<file path="config.mk">
export PLATFORM = sky130hd
export DESIGN_NAME = vinst_sched_flat
export DESIGN_NICKNAME = d
export VERILOG_FILES = /design/src/rtl/vinst_sched_if.sv /design/src/rtl/vinst_sched.sv /design/src/flat_wrapper.sv
export SDC_FILE = /design/constraint.sdc
export NUM_CORES = 1
export LEC_CHECK = 0
export ABC_CLOCK_PERIOD_IN_PS = 9330
export CAP_MARGIN = 20
export CORE_MARGIN = 1
export CORE_UTILIZATION = 55
export CTS_CLUSTER_SIZE = 24
export DETAILED_ROUTE_END_ITERATION = 10
export DONT_BUFFER_PORTS = 1
export PLACE_DENSITY = 0.77
export SYNTH_ARGS = -nofsm -noshare
export SYNTH_HDL_FRONTEND = slang
export SYNTH_SLANG_ARGS = --single-unit
</file>
<file path="constraint.sdc">
create_clock -name clk -period 9.33 [get_ports clk]
set_clock_uncertainty 0.05 [all_clocks]
set_input_delay 0.933 -clock clk [delete_from_list [all_inputs] [get_ports clk]]
set_output_delay 0.933 -clock clk [all_outputs]
set_load 0.03 [all_outputs]
</file>
<file path="src/rtl/vinst_sched_if.sv">
// Shared instruction type plus the scheduler's handshake bundle.
// master: host/sequencer/vinst_ctl side; slave: vinst_sched.
package vinst_sched_pkg;

    localparam int LAP_N = 8;

    typedef struct packed {
        logic [7:0]       op;
        logic [31:0]      aadr;
        logic [31:0]      badr;
        logic [31:0]      cadr;
        logic [LAP_N-1:0] vsize;
    } sa_inst_t;

endpackage

interface vinst_sched_if #(
    parameter int CNT_W = 16
);
    import vinst_sched_pkg::*;

    sa_inst_t         h_inst;
    logic             h_valid;
    logic             h_ready;
    sa_inst_t         s_inst;
    logic             s_valid;
    logic             s_ready;
    logic             flush;
    sa_inst_t         inst;
    logic             iavail;
    logic             ird;
    logic             busy;
    logic [CNT_W-1:0] issue_cnt;
    logic [CNT_W-1:0] stall_cnt;

    modport master (
        output h_inst, h_valid, s_inst, s_valid, flush, ird,
        input  h_ready, s_ready, inst, iavail, busy,
        input  issue_cnt, stall_cnt
    );

    modport slave (
        input  h_inst, h_valid, s_inst, s_valid, flush, ird,
        output h_ready, s_ready, inst, iavail, busy,
        output issue_cnt, stall_cnt
    );

endinterface

</file>
<file path="src/rtl/vinst_sched.sv">
// Two-source vector-instruction scheduler in front of vinst_ctl.
// Round-robin host/sequencer arbitration into a DEPTH-entry FIFO,
// head issued over iavail/ird, held back on a C-range hazard
// against the single in-flight instruction (scoreboard).
// Ports: clk, reset (sync, active high), bus (vinst_sched_if.slave):
//   h_inst/h_valid/h_ready, s_inst/s_valid/s_ready, flush,
//   inst/iavail/ird, busy, issue_cnt/stall_cnt.
// Option: define VSCHED_STATS_EN for saturating issue/stall counters;
//   otherwise both counters read 0.
module vinst_sched
    import vinst_sched_pkg::*;
#(
    parameter int DEPTH    = 4,
    parameter int PIPE_LAT = 3,
    parameter int ADR_W    = 16,
    parameter int CNT_W    = 16
) (
    input logic           clk,
    input logic           reset,
    vinst_sched_if.slave  bus
);

    localparam int PW   = $clog2(DEPTH);
    localparam int CW   = PW + 1;
    localparam int SB_W = $clog2((1 << LAP_N) + PIPE_LAT);
    localparam int SW   = ADR_W + 1;

    sa_inst_t         mem [DEPTH];
    logic [PW-1:0]    wr_ptr;
    logic [PW-1:0]    rd_ptr;
    logic [CW-1:0]    count;
    logic             rr;

    logic [ADR_W-1:0] sb_lo;
    logic [LAP_N-1:0] sb_len;
    logic [SB_W-1:0]  sb_cnt;

    logic             full;
    logic             empty;
    logic             push;
    logic             pop;
    logic             hazard;
    logic             sb_live;
    sa_inst_t         head;
    sa_inst_t         push_inst;
    logic [SW-1:0]    sb_hi;

    assign full    = (count == CW'(DEPTH));
    assign empty   = (count == '0);
    assign head    = mem[rd_ptr];
    assign sb_live = (sb_cnt != '0);

    // rr=0: host has priority, rr=1: sequencer has priority.
    assign bus.h_ready = !full && !bus.flush && !reset && bus.h_valid
                       && (!rr || !bus.s_valid);
    assign bus.s_ready = !full && !bus.flush && !reset && bus.s_valid
                       && (rr || !bus.h_valid);

    assign push      = bus.h_ready || bus.s_ready;
    assign push_inst = bus.h_ready ? bus.h_inst : bus.s_inst;

    // Inclusive ranges, one extra bit so the upper bounds never wrap.
    assign sb_hi = {1'b0, sb_lo} + SW'(sb_len);

    function automatic logic overlap(
        input logic [ADR_W-1:0] x,
        input logic [LAP_N-1:0] n,
        input logic [ADR_W-1:0] lo,
        input logic [SW-1:0]    hi
    );
        logic [SW-1:0] x_hi;
        x_hi = {1'b0, x} + SW'(n);
        return ({1'b0, x} <= hi) && ({1'b0, lo} <= x_hi);
    endfunction

    assign hazard = sb_live && (
        overlap(head.aadr[ADR_W-1:0], head.vsize, sb_lo, sb_hi) ||
        overlap(head.badr[ADR_W-1:0], head.vsize, sb_lo, sb_hi));

    assign bus.inst   = head;
    assign bus.iavail = !empty && !hazard && !bus.flush && !reset;
    assign pop        = bus.ird && bus.iavail;
    assign bus.busy   = !empty || sb_live;

    always_ff @(posedge clk) begin
        if (reset) begin
            count  <= '0;
            wr_ptr <= '0;
            rd_ptr <= '0;
            rr     <= 1'b0;
            for (int i = 0; i < DEPTH; i++) begin
                mem[i] <= '0;
            end
        end else begin
            if (push) begin
                mem[wr_ptr] <= push_inst;
                rr          <= bus.h_ready;
            end
            if (bus.flush) begin
                count  <= '0;
                wr_ptr <= '0;
                rd_ptr <= '0;
            end else begin
                if (push) begin
                    wr_ptr <= wr_ptr + 1'b1;
                end
                if (pop) begin
                    rd_ptr <= rd_ptr + 1'b1;
                end
                count <= count + CW'(push) - CW'(pop);
            end
        end
    end

    // Single-entry scoreboard: a new issue replaces the old one.
    always_ff @(posedge clk) begin
        if (reset) begin
            sb_lo  <= '0;
            sb_len <= '0;
            sb_cnt <= '0;
        end else if (pop) begin
            sb_lo  <= head.cadr[ADR_W-1:0];
            sb_len <= head.vsize;
            sb_cnt <= SB_W'(head.vsize) + SB_W'(PIPE_LAT);
        end else if (sb_live) begin
            sb_cnt <= sb_cnt - 1'b1;
        end
    end

`ifdef VSCHED_STATS_EN
    logic [CNT_W-1:0] issue_q;
    logic [CNT_W-1:0] stall_q;

    always_ff @(posedge clk) begin
        if (reset) begin
            issue_q <= '0;
            stall_q <= '0;
        end else begin
            if (pop && issue_q != '1) begin
                issue_q <= issue_q + 1'b1;
            end
            if (!empty && hazard && stall_q != '1) begin
                stall_q <= stall_q + 1'b1;
            end
        end
    end

    assign bus.issue_cnt = issue_q;
    assign bus.stall_cnt = stall_q;
`else
    assign bus.issue_cnt = '0;
    assign bus.stall_cnt = '0;
`endif

endmodule
</file>
<file path="src/flat_wrapper.sv">
// flat-port wrapper written by rule: the top's interface ports become plain ports
module vinst_sched_flat import vinst_sched_pkg::*;
#(
    parameter int DEPTH    = 4,
    parameter int PIPE_LAT = 3,
    parameter int ADR_W    = 16,
    parameter int CNT_W    = 16
)
  (clk, reset, bus_h_inst, bus_h_valid, bus_s_inst, bus_s_valid, bus_flush, bus_ird, bus_h_ready, bus_s_ready, bus_inst, bus_iavail, bus_busy, bus_issue_cnt, bus_stall_cnt);
  vinst_sched_if #(.CNT_W(CNT_W)) bus_i ();
  input logic clk;
  input logic reset;
  input wire logic [$bits(bus_i.h_inst)-1:0] bus_h_inst;
  input wire logic [$bits(bus_i.h_valid)-1:0] bus_h_valid;
  input wire logic [$bits(bus_i.s_inst)-1:0] bus_s_inst;
  input wire logic [$bits(bus_i.s_valid)-1:0] bus_s_valid;
  input wire logic [$bits(bus_i.flush)-1:0] bus_flush;
  input wire logic [$bits(bus_i.ird)-1:0] bus_ird;
  output wire logic [$bits(bus_i.h_ready)-1:0] bus_h_ready;
  output wire logic [$bits(bus_i.s_ready)-1:0] bus_s_ready;
  output wire logic [$bits(bus_i.inst)-1:0] bus_inst;
  output wire logic [$bits(bus_i.iavail)-1:0] bus_iavail;
  output wire logic [$bits(bus_i.busy)-1:0] bus_busy;
  output wire logic [$bits(bus_i.issue_cnt)-1:0] bus_issue_cnt;
  output wire logic [$bits(bus_i.stall_cnt)-1:0] bus_stall_cnt;
  assign bus_i.h_inst = bus_h_inst;
  assign bus_i.h_valid = bus_h_valid;
  assign bus_i.s_inst = bus_s_inst;
  assign bus_i.s_valid = bus_s_valid;
  assign bus_i.flush = bus_flush;
  assign bus_i.ird = bus_ird;
  assign bus_h_ready = bus_i.h_ready;
  assign bus_s_ready = bus_i.s_ready;
  assign bus_inst = bus_i.inst;
  assign bus_iavail = bus_i.iavail;
  assign bus_busy = bus_i.busy;
  assign bus_issue_cnt = bus_i.issue_cnt;
  assign bus_stall_cnt = bus_i.stall_cnt;
  vinst_sched #(.DEPTH(DEPTH), .PIPE_LAT(PIPE_LAT), .ADR_W(ADR_W), .CNT_W(CNT_W)) u_core (.clk(clk), .reset(reset), .bus(bus_i));
endmodule
</file>
[Word level (Yosys, flattened, before mapping)]
Memory sizes are Yosys's and may differ from the RTL's. A register that Yosys moved wholly into a read port is not among the register bits.
Index checks and enable logic that the tools add are counted.
W data, S select, Z words.
Word-level totals
  register bits: 41
  RAM bits: 448
  input port bits: 230
  output and inout port bits: 148
  word-level logic and storage cells: 66
  memories kept: 1
Operators by class
  $add $sub $neg: 9
  $lt $le $gt $ge: 4
  equality and inequality tests: 1
  muxes and demuxes: 13
  reduce and logical (&&, ||, !) cells: 31
Memory list
  u_core.mem: words 4, bits a word 112, rd ports 1, clocked after memory_dff 1, write ports 4, RTL line vinst_sched.sv:28  | sa_inst_t mem [DEPTH];
Operators by type and width (count)
  $mux W112: 2
  $reduce_or A112 Y1: 1
  $le A16 B17 Y1: 4
  $add A16 B8 Y17: 3
  $mux W9: 2
  $logic_and A1 B1 Y1: 13
  $add A8 B2 Y9 const B: 1
  $reduce_bool A9 Y1: 1
  $sub A9 B1 Y9 const B: 1
  $logic_not A1 Y1: 8
  $mux W1: 6
  $mux W2: 3
  $logic_or A1 B1 Y1: 5
  $add A2 B1 Y2 const B: 2
  $add A3 B1 Y3: 1
  $eq A3 B3 Y1 const B: 1
  $logic_not A3 Y1: 1
  $sub A3 B1 Y3: 1
  $reduce_bool A2 Y1: 1
  $reduce_or A2 Y1: 1

[Depth between registers and ports, before layout]
Gate-level depths: netlist of the first run.
  word-level depth: 12
  depth in mapped cells: 32
  gate-level depth less buffers: 25

[Worst setup path after synthesis of the first run]
No wires, ideal clock.
  kind: input port to flip-flop
  start point: input port bus_flush
  end point: memory u_core.mem[0][0] (netlist bit), enable pin
  library setup time: 0.606 ns
  data arrival time: 7.162 ns
  required time: 8.674 ns
  path slack: 1.511 ns
  stages: 7
  buffers on the path: 2
  path through: or2_2 -> clkbuf_1 -> a21oi_1 -> and3_1 -> clkbuf_1 -> nor2_1 -> o21bai_1
RTL lines
  from (decl): RTL line flat_wrapper.sv:17  | input wire logic [$bits(bus_i.flush)-1:0] bus_flush;
  to (decl): RTL line vinst_sched.sv:28

==> qor.yml, run 1 <==
clock_tree:
  cts_buffers: 50
  insertion_delay_ns: 0.57
  cts.sinks: 491
  post_cts_buffers: 0
  cts_tree: "built"
  htreeDepth: 2
  hold_buffers: 0
  clk_pin_slew_ns: 0.06
  clockBufferDepth: 3
  cts-resized-gates: 0
  cts-root-buf: "clkbuf_16"
grt:
  gr-usage-met3: 0.05840
  grt_pass1_vias: 14240
  overflow: 0
  grtUsageMet1: 0.3473
  use_met2: 0.4251
  grt_pass1_wl_mm: 85.22
  grt_use_total: 0.2579
  grt_antenna_before_repair: 0
  grt_max_degree: 87
  grt-busiest-layer: "met2"
timing:
  fin_setup_tns_ns: 0
  finalHoldViolCount: 0
  max_freq_mhz: 142.5
  tightestPinTransition_ns: 1.070
  fin_crit_ns: 7.016
  slew_headroom: 0.2870
  slew_viol_final: 0
  finalCritPeriodShare: 0.7520
  rsz0062_at_grt: "false"
  setup_viol: 0
finish:
  diodes: 0
  layout.cells.non_filler: 2395
  drive_gt1_frac: 0.1194
  areaGrowthSynthToFinish_pct: 7.991
  layout.nets: 2106
synth:
  yosys.area.top_type_share: 0.5649
  ys_ff_latch: 491
  synth.most_common_cell: "edfxtp_1"
  synth_commonest_cells: "448 x edfxtp_1, 407 x nor2_1, 132 x inv_1"
  async_reset_ff_frac: 0
  synth-seq-area-share: 0.6010
  synth_edf_count: 448
  synth_flop_cell: "edfxtp_1"
  syn_inst: 1809
  synth.distinct_cells: 59
  yosys_warnings: 0
  netlist_area_um2: 23820
  synth.area.top_cells: "edfxtp_1 56%, mux4_2 11%, nor2_1 6.4%"
  yosysTopAreaCell: "edfxtp_1"
  postSynthAreaPerCell_um2: 13.16
pwr:
  vdd_drop_max_v: 0.0001503
  p_per_area_nw_per_um2: 196.3
  leakage_nw: 9.793
worst_setup_path:
  worstPathMaxFanout: 45
  start_kind: "flip-flop"
  crit_family: "adder cells"
  required_ns: 9.75
  slowest_delay_ns: 0.81
  crit_path_frequent_cell: "ha_1"
  critPathBufInv: 4
  cp-end-kind: "flip-flop"
  arrival_ns: 7.43
  setup.worst_path.class: "flip-flop to flip-flop"
  critPathSlowestCell: "dfxtp_4"
routing:
  drtIter0Drc: 1459
  wl_per_cell_um: 23.53
  detail-route-antenna-nets: 0
  first_pass_iters: 6
  num_vias: 14480
  drc: 0
  vias_per_cell: 6.045
  wl_mm: 56.34
place:
  dp.cells: 2305
  gp_congestion: 0.9428
  io_buffers: 0
  hpwl_mm: 36.57
run:
  max_cap_viol_count: 0
floorplanning:
  chipHeight_um: 210.1
  core_area_um2: 42320
  start_util: 0.5627
  dieWidth_um: 210.1
  rows: 75
  io_pins: 378
  dieArea_um2: 44140
worst_hold_path:
  holdCritPathClass: "input pin to flip-flop"
run_status:
  status: "complete, no violations"
## area by class of cell
class,instances,area [µm²]
well taps,577,721.9
clock inverters,21,172.7
multi-input cells,1085,8514
fillers,3169,16600
flip-flops and latches,491,14320
clock buffers,69,1344
repair buffers,19,142.6
inverters,133,501.7
## worst register-to-register path, stage by stage, from the launching register on
cell and delay (ns):
dfxtp_4 0.81, buf_4 0.61, mux4_2 0.60, ha_1 0.43, nor2b_1 0.15, o21ai_0 0.21
a21oi_1 0.13, a41oi_1 0.44, nor2_1 0.12, xnor2_1 0.16, ha_1 0.31, and4_1 0.21
nand3_1 0.11, nor3_1 0.06, a31oi_1 0.20, nand3_2 0.13, a221oi_4 0.30, buf_4 0.55
ha_1 0.38, inv_1 0.06, ha_1 0.14, inv_1 0.05, fa_1 0.37, xor2_1 0.16
xnor2_1 0.13, nor2_1 0.05
## logic make-up (layout without fill, tap and decap cells)
logic type               count (synthesis)  count (layout)  synth area share
other                                    1              32         0.0001575
buffers and inverters                  264             242           0.04907
adder cells (fa/ha/maj)                 96              96           0.05170
XOR/XNOR                                54              54           0.01986
AO/OA/AOI/OAI                          230             230           0.06882
multiplexers                           137             137            0.1164
AND/OR/NAND/NOR                        536             536           0.09294
flip-flops                             491             491            0.6010
## state kept, by name (all words and copies together) (netlist names), named ones only
signal	cells
u_core.sb_lo	16
u_core.wr_ptr	2
u_core.sb_cnt	9
u_core.rr	1
u_core.count	3
u_core.sb_len	8
u_core.mem	448
u_core.rd_ptr	2
## routing by layer
layer  part of all wire  up-vias
met5                  0        -
met4              0.021        0
met3              0.080       59
met2               0.50      610
met1               0.40     7264
li1                   -     6544
## worst paths after layout
kind | startpoint | endpoint | cells after the start | slack (ns)
worst min-delay path | reset | u_core.sb_len[3] | 1 | 0.39
worst max register to register | flip-flop | u_core.count[2] | 25 | 2.31
worst max-delay path | flip-flop | u_core.count[2] | 25 | 2.31
worst min register to register | u_core.rd_ptr[1] | flip-flop | 1 | 0.41
## metrics by stage
stage / utilization / instance area [µm²] / setup WS, ns / hold WS, ns / total power, mW
floorplan: - / 23930 / 1.511 / 0.3766 / 3.093
global placement: 0.5719 / 24200 / 2.448 / 0.3784 / 3.200
detailed placement: 0.5719 / 24200 / 2.311 / 0.3937 / 3.221
CTS: 0.6077 / 25720 / 2.305 / 0.3511 / 5.077
global route: 0.6077 / 25720 / 1.760 / 0.3509 / 5.218
finish: 0.6077 / 25720 / 2.314 / 0.3910 / 5.047
## layout by cell type (no fill, tap or decap), drive strengths merged, types with 8 or more instances in the layout
cell type  netlist  routed
nand3           20      20
nand2           50      50
conb             1      32
xnor2           28      28
a211oi           8       8
xor2            26      26
mux4           112     112
dfxtp           43      43
edfxtp         448     448
ha              92      92
a22oi          113     113
inv            132     134
o21ai           24      24
clkbuf          75      69
clkinv           1      17
nor3            13      13
nand2b           8       8
nor2           407     407
nand4           14      14
mux2i           25      25
a21oi           30      30
buf             56      19
## power breakdown
part	internal, mW	leakage [nW]	total [mW]	switching (mW)
combinational	0.182	4.06	0.606	0.424
clock	1.06	0.734	1.87	0.809
sequential	2.53	5.00	2.57	0.0400
total	3.77	9.79	5.05	1.27
Note: power is estimated with default switching activity, not from simulation.
==> inputs of run 2 (changes only) <==
--- a/config.mk
+++ b/config.mk
@@ -5,7 +5,7 @@
 export SDC_FILE = /design/constraint.sdc
 export NUM_CORES = 1
 export LEC_CHECK = 0
-export ABC_CLOCK_PERIOD_IN_PS = 9330
+export ABC_CLOCK_PERIOD_IN_PS = 7100
 export CAP_MARGIN = 20
 export CORE_MARGIN = 1
 export CORE_UTILIZATION = 55
==> constraint.sdc (replaced) <==
create_clock -name clk -period 7.1 [get_ports clk]
set_clock_uncertainty 0.05 [all_clocks]
set_input_delay 0.71 -clock clk [delete_from_list [all_inputs] [get_ports clk]]
set_output_delay 0.71 -clock clk [all_outputs]
set_load 0.03 [all_outputs]
==> run 2 against run 1 <==
Net effect: utilization grew 0.39 points; via count grew 0.96%; clock power grew 39%; design area grew 0.64%; total power grew 34%; final cell count grew 0.38%; sequential cell count is the same; largest cell class unchanged; largest power group unchanged.
==> qor.yml, run 2 (synthesis gave the netlist of run 1 again) <==
timing:
  slew_headroom: 0.2855  # was 0.2870
  finalHoldViolCount: 0  # unchanged
  tightestPinTransition_ns: 1.068  # was 1.070 ns
  slew_viol_final: 0  # unchanged
  rsz0062_at_grt: "false"  # unchanged
  setup_viol: 0  # unchanged
  max_freq_mhz: 153.3
  fin_crit_ns: 6.525
  finalCritPeriodShare: 0.9190
worst_hold_path:
  whs_path_depth: 1  # unchanged
  holdCritPathClass: "input pin to flip-flop"  # unchanged
  hp-start: "reset"  # unchanged
  min_to: "u_core.sb_len[1]"  # was u_core.sb_len[3]
finish:
  layout.cells.non_filler: 2404  # was 2395
  largest_reg_flops: 448  # unchanged
  drive_gt1_frac: 0.1249  # was 0.1194
  final_cell_mix: "448 x edfxtp_1, 407 x nor2_1, 132 x inv_1"  # unchanged
  top_register: "u_core.mem"  # unchanged
  largestRegisters: "u_core.mem (448), u_core.sb_lo (16), u_core.sb_cnt (9)"  # unchanged
  final_util: 0.6116  # was 0.6077
  final_common_cell: "edfxtp_1"  # unchanged
  layout.nets: 2111  # was 2106
  areaGrowthSynthToFinish_pct: 8.685  # was 7.991%
routing:
  detail-route-antenna-nets: 0  # unchanged
  vias_per_cell: 6.080  # was 6.045
  num_vias: 14620  # was 14.48k
  drtIter0Drc: 1188  # was 1459
  wl_mm: 57.05  # was 56.34 mm
  first_pass_iters: 6  # unchanged
  drc: 0  # unchanged
  wl_per_cell_um: 23.73  # was 23.53 µm
clock_tree:
  cts_buffers: 50  # unchanged
  cts.sinks: 491  # unchanged
  cts-resized-gates: 0  # unchanged
  insertion_delay_ns: 0.59  # was 0.57 ns
  post_cts_buffers: 0  # unchanged
  clk_pin_slew_ns: 0.06  # about the same
  htreeDepth: 2  # unchanged
  clockBufferDepth: 3  # unchanged
  cts-root-buf: "clkbuf_16"  # unchanged
  cts_tree: "built"  # unchanged
  hold_buffers: 0  # unchanged
floorplanning:
  start_util: 0.5627  # unchanged
  dieWidth_um: 210.1  # unchanged
  dieArea_um2: 44140  # unchanged
  chipHeight_um: 210.1  # unchanged
  io_pins: 378  # unchanged
  rows: 75  # unchanged
  core_area_um2: 42320  # unchanged
pwr:
  vdd_drop_max_v: 0.0002015  # was 0.0001503 V
  p_per_area_nw_per_um2: 261.6  # was 196.3 nW/µm²
  leakage_nw: 9.886  # was 9.793 nW
grt:
  grt_pass1_wl_mm: 84.90  # was 85.22 mm
  grt_pass1_vias: 14360  # was 14.24k
  overflow: 0  # unchanged
  grt_antenna_before_repair: 2  # was 0
  grt_max_degree: 113  # was 87
  grt_use_total: 0.2585  # was 0.2579
worst_setup_path:
  start_kind: "flip-flop"  # unchanged
  rrSetupSlack_ns: 0.89  # was 2.31 ns
  reg2reg_depth: 25  # unchanged
  critPathBufInv: 0  # was 4
  required_ns: 6.34  # was 9.75 ns
  worstPathCellList: "mux4_2 > ha_1 > a21o_1 > a21oi_1 > nor2b_1 > o21ai_0 > a21oi_1 > a41oi_1 > nor2_1 > xnor2_1 > ha_1 > and4_1 > nand3_1 > nor3_1 > a31oi_1 > nand3_2 > a22oi_1"
  crit_family: "compound AO/OA/AOI/OAI gates"  # was adder cells
  arrival_ns: 5.77  # was 7.43 ns
  cp-end-kind: "output port"  # was flip-flop
  critPathSlowestCell: "mux4_2"  # was dfxtp_4
  slowest_delay_ns: 0.79  # was 0.81 ns
  worstPathMaxFanout: 25  # was 45
  setup.worst_path.class: "flip-flop to output port"  # was flip-flop to flip-flop
  r2r-end: "u_core.count[2]"  # unchanged
place:
  hpwl_mm: 37.24  # was 36.57 mm
  gp_congestion: 0.9325  # was 0.9428
  io_buffers: 0  # unchanged
  dp.cells: 2309  # was 2305
run:
  max_cap_viol_count: 0  # unchanged
run_status:
  status: "complete, no violations"  # unchanged
[run 2: changes by cell type in the layout (fill, tap and decap cells not counted), sizes merged]
cell    before  now
buf         19   24
bufinv       2    4
clkbuf      69   67
clkinv      17   19
diode        0    1
inv        134  135
[run 2: metrics by stage]
stage | TNS [ns] | hold WS [ns] | setup slack, ns | total power [mW] | area [µm²]
3_5_place_dp | 0 | 0.3975 | 0.9758 | 4.228 | 24230
6_report | 0 | 0.1610 | 0.5750 | 6.771 | 25880
3_3_place_gp | 0 | 0.3780 | 1.118 | 4.195 | 24230
5_1_grt | 0 | 0.1319 | 0.2253 | 6.976 | 25880
4_1_cts | 0 | 0.1224 | 0.6030 | 6.800 | 25850
2_1_floorplan | -166.59 | 0.3766 | -0.4958 | 4.064 | 23930
[run 2: power breakdown]
group          internal [mW]  leakage (nW)  total (mW)  switching (mW)
Clock                   1.52         0.794        2.60            1.08
Sequential              3.32          5.00        3.38          0.0526
Combinational          0.235          4.09       0.793           0.558
[run 2: layout make-up]
type,instances,area [µm²]
diodes,1,2.502
clock buffers,67,1399
fillers,3186,16440
well taps,577,721.9
repair buffers,24,200.2
flip-flops and latches,491,14320
multi-input cells,1085,8514
inverters,133,501.7
clock inverters,26,222.7
[run 2: per-layer routing]
layer  vias to the layer above  global-route usage  part of all wire
li1                       6562                   -                 -
met1                      7296              0.3381              0.40
met2                       649              0.4264              0.49
met3                       107             0.05989             0.078
met4                         2             0.08986             0.030
met5                         -                   0           0.00033
[run 2: worst max-delay path by stage]
stage                         start               end  slack [ns]  cells past startpoint
after global placement    flip-flop   u_core.count[2]        1.12                     25
after floorplan           bus_flush  u_core.mem[0][0]       -0.50                      7
after global routing      flip-flop        bus_iavail        0.23                     14
final                     flip-flop        bus_iavail        0.57                     17
after detailed placement  flip-flop   u_core.count[2]        0.98                     25
after CTS                 flip-flop        bus_iavail        0.60                     17
